==> config.mk <==
export PLATFORM = sky130hd
export DESIGN_NAME = gc_poll_scheduler
export DESIGN_NICKNAME = d
export VERILOG_FILES = /design/src/rtl/gc_poll_scheduler.sv
export SDC_FILE = /design/constraint.sdc
export NUM_CORES = 1
export LEC_CHECK = 0
export CORE_MARGIN = 2
export CORE_UTILIZATION = 45
export DETAILED_ROUTE_END_ITERATION = 7
export GPL_ROUTABILITY_DRIVEN = 0
export PLACE_DENSITY = 0.63
export REMOVE_ABC_BUFFERS = 1
export SYNTH_ARGS = -nofsm -noshare
export SYNTH_HDL_FRONTEND = slang
export SYNTH_SLANG_ARGS = --single-unit
==> constraint.sdc <==
create_clock -name clk -period 3.8 [get_ports clk]
set_input_delay 0.95 -clock clk [delete_from_list [all_inputs] [get_ports clk]]
set_output_delay 0.95 -clock clk [all_outputs]
set_load 0.005 [all_outputs]
==> src/rtl/gc_poll_scheduler.sv <==
// Round-robin poll scheduler for the four GameCube controller ports with per-port presence tracking.
// Optional build macro GC_SKIP_ABSENT_EN: absent ports are polled only once every SKIP_ROUNDS rounds.
module gc_poll_scheduler #(
    parameter int unsigned SLOT_CYCLES    = 6000,
    parameter int unsigned TIMEOUT_CYCLES = 5000,
    parameter int unsigned MISS_LIMIT     = 3,
    parameter int unsigned SKIP_ROUNDS    = 8
) (
    input  logic       clk,
    input  logic       rst_n,
    input  logic [3:0] port_en,
    input  logic [3:0] done,
    output logic [3:0] start,
    output logic [3:0] present,
    output logic [1:0] active_port,
    output logic       frame_tick
);

    localparam logic [12:0] SLOT_LAST = 13'(SLOT_CYCLES - 1);
    localparam logic [12:0] TO_LAST   = 13'(TIMEOUT_CYCLES - 1);
    localparam logic [3:0]  MISS_MAX  = 4'(MISS_LIMIT);

    if (SLOT_CYCLES < 3 || SLOT_CYCLES > 8192) begin : g_bad_slot
        $error("SLOT_CYCLES must be in 3..8192");
    end
    if (TIMEOUT_CYCLES < 2 || TIMEOUT_CYCLES >= SLOT_CYCLES) begin : g_bad_timeout
        $error("TIMEOUT_CYCLES must be >= 2 and < SLOT_CYCLES");
    end
    if (MISS_LIMIT < 1 || MISS_LIMIT > 15) begin : g_bad_miss
        $error("MISS_LIMIT must be in 1..15");
    end
    if (SKIP_ROUNDS < 1 || SKIP_ROUNDS > 8192) begin : g_bad_skip
        $error("SKIP_ROUNDS must be in 1..8192");
    end

    typedef enum logic [2:0] {
        S_IDLE,
        S_SELECT,
        S_START,
        S_WAIT,
        S_GAP
    } state_t;

    state_t      state_q;
    logic [1:0]  ptr_q;
    logic [12:0] cnt_q;
    logic [3:0]  start_q;
    logic [3:0]  present_q;
    logic        frame_q;
    logic        drop_q;
    logic [3:0]  miss_q [4];

`ifdef GC_SKIP_ABSENT_EN
    localparam logic [12:0] ROUND_LAST = 13'(SKIP_ROUNDS - 1);
    logic [12:0] round_q;
`endif

    logic [3:0] elig;
    logic       sel_found;
    logic [1:0] sel_idx;
    logic [1:0] cand;
    logic       res_hit;
    logic       res_miss;
    logic       res_keep;

    always_comb begin
        elig = '0;
        for (int unsigned i = 0; i < 4; i++) begin
`ifdef GC_SKIP_ABSENT_EN
            elig[i] = port_en[i] &&
                      (present_q[i] || (miss_q[i] != MISS_MAX) || (round_q == '0));
`else
            elig[i] = port_en[i];
`endif
        end
    end

    // Search order ptr+1, ptr+2, ptr+3, ptr: the 2-bit add wraps naturally.
    always_comb begin
        sel_found = 1'b0;
        sel_idx   = ptr_q;
        cand      = ptr_q;
        for (int unsigned k = 1; k <= 4; k++) begin
            cand = ptr_q + 2'(k);
            if (!sel_found && elig[cand]) begin
                sel_found = 1'b1;
                sel_idx   = cand;
            end
        end
    end

    assign res_hit  = (state_q == S_WAIT) && done[ptr_q];
    assign res_miss = (state_q == S_WAIT) && !done[ptr_q] && (cnt_q == TO_LAST);
    // A slot whose port was disabled at any point before the decision is discarded.
    assign res_keep = port_en[ptr_q] && !drop_q;

    always_ff @(posedge clk) begin
        if (!rst_n) begin
            state_q   <= S_IDLE;
            ptr_q     <= 2'd3;
            cnt_q     <= '0;
            start_q   <= '0;
            present_q <= '0;
            frame_q   <= 1'b0;
            drop_q    <= 1'b0;
            for (int unsigned i = 0; i < 4; i++) begin
                miss_q[i] <= '0;
            end
`ifdef GC_SKIP_ABSENT_EN
            round_q   <= '0;
`endif
        end else begin
            start_q <= '0;
            frame_q <= 1'b0;

            case (state_q)
                S_IDLE: begin
                    if (port_en != '0) begin
                        state_q <= S_SELECT;
                    end
                end
                S_SELECT: begin
                    if (sel_found) begin
                        state_q <= S_START;
                        ptr_q   <= sel_idx;
                        start_q <= 4'b0001 << sel_idx;
                        frame_q <= (sel_idx <= ptr_q);
                        cnt_q   <= '0;
                        drop_q  <= 1'b0;
`ifdef GC_SKIP_ABSENT_EN
                        if (sel_idx <= ptr_q) begin
                            round_q <= (round_q == ROUND_LAST) ? '0 : round_q + 13'd1;
                        end
`endif
                    end else begin
                        state_q <= S_IDLE;
`ifdef GC_SKIP_ABSENT_EN
                        // Enabled but all skipped: count this as a round so absent ports get retried.
                        if (port_en != '0) begin
                            round_q <= (round_q == ROUND_LAST) ? '0 : round_q + 13'd1;
                        end
`endif
                    end
                end
                S_START: begin
                    state_q <= S_WAIT;
                    cnt_q   <= cnt_q + 13'd1;
                    drop_q  <= drop_q | !port_en[ptr_q];
                end
                S_WAIT: begin
                    cnt_q  <= cnt_q + 13'd1;
                    drop_q <= drop_q | !port_en[ptr_q];
                    if (done[ptr_q] || (cnt_q == TO_LAST)) begin
                        state_q <= S_GAP;
                    end
                end
                S_GAP: begin
                    if (cnt_q == SLOT_LAST) begin
                        state_q <= S_SELECT;
                    end else begin
                        cnt_q <= cnt_q + 13'd1;
                    end
                end
                default: begin
                    state_q <= S_IDLE;
                end
            endcase

            for (int unsigned i = 0; i < 4; i++) begin
                if (!port_en[i]) begin
                    present_q[i] <= 1'b0;
                    miss_q[i]    <= '0;
                end else if ((2'(i) == ptr_q) && res_keep) begin
                    if (res_hit) begin
                        present_q[i] <= 1'b1;
                        miss_q[i]    <= '0;
                    end else if (res_miss) begin
                        if (miss_q[i] != MISS_MAX) begin
                            miss_q[i] <= miss_q[i] + 4'd1;
                        end
                        if (miss_q[i] >= MISS_MAX - 4'd1) begin
                            present_q[i] <= 1'b0;
                        end
                    end
                end
            end
        end
    end

    assign start       = start_q;
    assign present     = present_q;
    assign active_port = ptr_q;
    assign frame_tick  = frame_q;

endmodule

==> results of run 1 <==
[where the power goes]
group          internal [uW]  total, uW  switching [uW]
sequential               510        544            33.2
combinational            124        270             147
clock                    195        356             162
[final timing paths]
check	from	end	slack, ns
worst min register to register	present[0]	present[0]	0.48
worst max-delay path	port_en[3]	miss_q[0][2]	0.68
worst max register to register	active_port[1]	frame_tick	1.07
worst min-delay path	present[0]	present[0]	0.48
[kinds of logic (layout without fill, tap and decap cells)]
logic type,Yosys count,in the layout
AND/OR/NAND/NOR,122,122
AO/OA/AOI/OAI,59,59
flip-flops,44,44
buffers and inverters,24,45
adder cells (fa/ha/maj),15,15
XOR/XNOR,13,13
multiplexers,10,10
[flip-flops by register name, summed over array words and instances (netlist names)]
register / cells
active_port: 2
cnt_q: 13
drop_q: 1
frame_tick: 1
miss_q: 16
present: 4
start: 4
state_q: 3
[worst max-delay path: stages]
cell,delay [ns]
clkdlybuf4s50_1,0.75
mux4_2,0.37
nand4b_4,0.12
nor4b_4,0.41
nand4b_1,0.25
nand4_1,0.26
[area by class of cell]
type,count,share of cell area (%)
well taps,72,2.99
flip-flops and latches,44,34.6
multi-input cells,219,49.3
clock buffers,5,2.28
inverters,11,1.37
clock inverters,3,1.41
repair buffers,26,8.14
[stage by stage]
| stage | util [%] | hold WS [ns] |
|---|---|---|
| global route | 54.1 | 0.506 |
| floorplan | - | 0.458 |
| finish | 54.1 | 0.484 |
| CTS | 54.1 | 0.488 |
| detailed placement | 52.1 | 0.475 |
| global placement | 52.1 | 0.473 |
[Yosys cell counts, types with 2 or more instances]
master and instances:
nor2_1 39, dfxtp_1 28, nand2_1 26, a21oi_1 21, edfxtp_1 16, ha_1 15, nand3_1 12, inv_1 11
clkbuf_1 10, xnor2_1 9, nor3_1 7, o21ai_0 7, nand4_1 6, o41ai_1 6, a211oi_1 5, mux2i_1 5
or3_1 5, nand4b_1 4, o21ai_1 4, xor2_1 4, mux4_2 3, nor3b_1 3, nor4_1 3, a31oi_1 2
and2b_2 2, mux2_2 2, nand2b_1 2, o311ai_0 2, or4_1 2
[placed cells by master, fill, tap and decap left out, drive strengths merged, types with 2 or more instances in the layout]
master | netlist | layout
a21oi | 21 | 21
ha | 15 | 15
nand2 | 26 | 26
nand4 | 6 | 6
nor3b | 3 | 3
nand4b | 5 | 5
nor4 | 3 | 3
o311ai | 2 | 2
mux2 | 2 | 2
o21ai | 11 | 11
buf | 2 | 6
or3 | 6 | 6
or4b | 2 | 2
inv | 11 | 11
mux2i | 5 | 5
and2b | 2 | 2
nor2 | 39 | 39
xor2 | 4 | 4
nand3 | 12 | 12
xnor2 | 9 | 9
nand2b | 2 | 2
o41ai | 7 | 7
dfxtp | 28 | 28
mux4 | 3 | 3
nor3 | 8 | 8
clkbuf | 11 | 5
a31oi | 2 | 2
clkdlybuf4s50 | 0 | 20
a211oi | 5 | 5
or4 | 2 | 2
edfxtp | 16 | 16
[layer usage]
metal	vias up	part of all wire, %
met5	-	0
met4	0	1.7
met3	8	3.2
met2	39	45
met1	1003	50
li1	1096	-
==> metrics, run 1 <==
run status=complete, no violations; r2r worst-path depth=11; residual DRC count=0; Yosys cell types=55; total of max-cap violations=0; Mapped Cells=287; vias in the first global route=1,949; num ports=21; die height=80.5 um; GR peak layer=met2; crit path time final=3.12 ns; Worst setup SP type=input pin; FILL cells=523; RSZ-0062 raised after global routing=false; die area=6470 sq um; Seq. cell area=roughly 1000 sq um; Die W=80.5 um; clock buffer depth=2; CTS tree=yes; drt wl/cell=between 10 and 15 um; placement row count=27; Worst VDD drop=~0.21 mV; post-route ant nets=0; Detailed Route WL=5.47 mm; max_slew headroom=58.7%; largest net degree at the start of global routing=17; initial antenna violation count=0; Post-CTS Setup Repair Bufs=0; Final TNS setup=0 ns; Compound-Gate Fraction of Synth Area=14.7%; Synth Warn #=0; hold depth=2; Synth Area in Simple Gates=24.9%; Max H-tree Level=2; CTS root buffer=clkbuf_8; Synth Area in XOR/XNOR=4.33%; initial DRC count=138; Via density=5.65; period utilization=82.2%; Skew-Pair Late Insertion Delay=0.30 ns; drt pass-1 iters=4; IO buf count=20; DR vias=~2.1k; sequential area share after synthesis=just under 40%; synthesized area=2630 sq um; critical path peak fanout=13; # hold bufs at CTS=0; power per cell area=388 nW/um^2; Reg clk slew, reported paths=0.09 ns; first-pass GRT wire length=9.07 mm; ys async rst share=0%; multi-input logic area=1480 sq um; Final Cell Area=3010 sq um; global route overflow=0; largest family of logic cells by synthesized area=simple AND/OR/NAND/NOR gates; share of Yosys cell area claimed by the top area cell type=about a fifth; share of layout cells above drive strength 1=9.42%; critical path class=in -> reg; adder-cell share of the synthesized area=7.14%; post-place setup slack=0.361 ns; Synth Flop Type=dfxtp_1; # setup viols final=0; Setup crit end kind=flip-flop; routing usage on met1=24.5%; Global Route met3 Usage=under 10%; CTS resizes=0; final worst slack=0.678 ns; syn_area_per_cell=9.16 sq um; post-synthesis mux area share=5.33%; leak pwr=0.00111 uW; endpoints failing hold=0; Initial Util=47.2%; dpl hpwl=4.01 mm; f_max=approximately 320 MHz; area delta synth->final=14.6%; critical path arrival=approximately 3.1 ns; TritonCTS Sinks=44; Worst Max-Slew Pin Slew=0.619 ns; worst clock skew=between 0.01 and 0.015 ns; CP required=3.80 ns; All-Layer GR Usage=18.0%; Worst Hold Class=reg -> reg; Post-Layout Cell Count=380; largest area contributor in the netlist=dfxtp_1; total chip power=1170 uW; area post-placement=2900 sq um; Yosys reg bits=44; max-slew violations=0; CORE AREA=approximately 5600 sq um; Placed Cells=372; top post-synthesis cells by area=dfxtp_1, edfxtp_1, ha_1; number of synthesized flops with an enable pin=16; Final #Nets=332; CTS buffer count=5; Diodes inserted=0; met2 Usage GRT=28.2%
No activity file was read; power rests on OpenSTA's default activity.
==> run 2: changes to the inputs <==
--- a/config.mk
+++ b/config.mk
@@ -9,7 +9,7 @@
 export CORE_UTILIZATION = 45
 export DETAILED_ROUTE_END_ITERATION = 7
 export GPL_ROUTABILITY_DRIVEN = 0
-export PLACE_DENSITY = 0.63
+export PLACE_DENSITY = 0.66
 export REMOVE_ABC_BUFFERS = 1
 export SYNTH_ARGS = -nofsm -noshare
 export SYNTH_HDL_FRONTEND = slang
==> constraint.sdc (replaced) <==
create_clock -name clk -period 2.7 [get_ports clk]
set_input_delay 0.675 -clock clk [delete_from_list [all_inputs] [get_ports clk]]
set_output_delay 0.675 -clock clk [all_outputs]
set_load 0.005 [all_outputs]
==> metrics, run 2 (synthesis results as in run 1) <==
# setup viols final=0; CTS root buffer=clkbuf_8; RSZ-0062 raised after global routing=false; die area=6470 sq um; Layout Utilization=58.3%; Final TNS setup=0 ns; global route overflow=0; CP required=2.70 ns; TritonCTS Sinks=44; Largest regs=miss_q x16, cnt_q x13; Biggest register=miss_q; most frequent cells in the layout=nor2_1, buf_4, dfxtp_1; period utilization=between 90% and 100%; FILL cells=just over 500; initial DRC count=118; share of layout cells above drive strength 1=19.1%; max reg flops=16; max_slew headroom=between 60% and 70%; hold depth=2; post-route ant nets=0; Final Cell Area=3250 sq um; DR vias=about 2.3k; Diodes inserted=0; IO buf count=20; residual DRC count=0; area delta synth->final=23.5%; Worst setup SP type=input pin; critical path class=in -> reg; total of max-cap violations=0; f_max=~390 MHz; Setup crit end kind=flip-flop; Via density=5.58; power per cell area=513 nW/um^2; Max H-tree Level=2; max-slew violations=0; run status=complete, no violations; crit path time final=approximately 2.6 ns; drt pass-1 iters=4; Initial Util=47.2%; Worst Hold Class=reg -> reg; worst clock skew=0.00367 ns; # hold bufs at CTS=0; clock buffer depth=2; first-pass GRT wire length=9.65 mm; die height=slightly above 80 um; CTS buffer count=5; largest net degree at the start of global routing=16; Reg clk slew, reported paths=0.09 ns; initial antenna violation count=0; vias in the first global route=2,095; Worst Max-Slew Pin Slew=0.518 ns; placement row count=27; Die W=80.5 um; CTS tree=yes; CORE AREA=between 5000 and 6000 sq um; Skew-Pair Late Insertion Delay=0.30 ns; num ports=21; Detailed Route WL=5.79 mm; drt wl/cell=14.1 um; leak pwr=0.00125 uW; All-Layer GR Usage=19.3%; most common cell after layout, fill and taps aside=nor2_1; Final #Nets=364; critical path peak fanout=7; area post-placement=3140 sq um; critical path arrival=2.59 ns; Worst VDD drop=0.386 mV; r2r worst-path depth=11; dpl hpwl=4.25 mm; total chip power=about 1700 uW; endpoints failing hold=0
==> run 2: report_power, final <==
| part | total, uW | switching [uW] | internal [uW] |
|---|---|---|---|
| combinational | 490 | 246 | 244 |
| clock | 425 | 241 | 184 |
| sequential | 752 | 33.4 | 718 |
| total | 1670 | 520 | 1150 |
==> run 2: path summary, 6_finish.rpt <==
check	start	endpoint	slack, ns
max	port_en[0]	miss_q[0][1]	0.11
min	present[3]	present[3]	0.49
max reg2reg	active_port[0]	frame_tick	0.25
min reg2reg	present[3]	present[3]	0.49
==> run 2: layout make-up <==
type / count / area [sq um] / share of cell area (%)
clock buffers: 5 / 68.8 / 2.12
well taps: 72 / 90.1 / 2.77
clock inverters: 3 / 21.3 / 0.655
inverters: 11 / 41.3 / 1.27
multi-input cells: 219 / 1500 / 46.2
flip-flops and latches: 44 / 1040 / 32.0
repair buffers: 58 / 485 / 14.9
==> run 2: layer usage <==
metal	part of all wire (%)	wire length (um)	track usage, %
met5	0	0	0
met2	45	2590	29.1
met3	4.1	237	3.48
met1	50	2890	27.4
met4	1.3	76	7.12
==> run 2: repair_timing <==
action                                  in CTS  in global routing
setup buffers                                0                  0
gates resized for setup                      0                  4
endpoints found under the setup margin       0                  2
==> run 2: metrics by stage <==
step / hold WS [ns] / setup slack, ns / cells
4_1_cts: 0.484 / 0.119 / 412
6_report: 0.485 / 0.112 / 412
3_3_place_gp: 0.463 / -0.149 / 404
3_5_place_dp: 0.472 / -0.201 / 404
5_1_grt: 0.498 / 0.00755 / 412
2_1_floorplan: 0.458 / 0.0370 / 274
==> run 2: critical path, cell delays in order <==
cell	delay [ns]
clkdlybuf4s50_1	0.60
mux4_2	0.33
nand4b_4	0.12
nor4b_4	0.46
nand4b_1	0.18
nand4_1	0.22
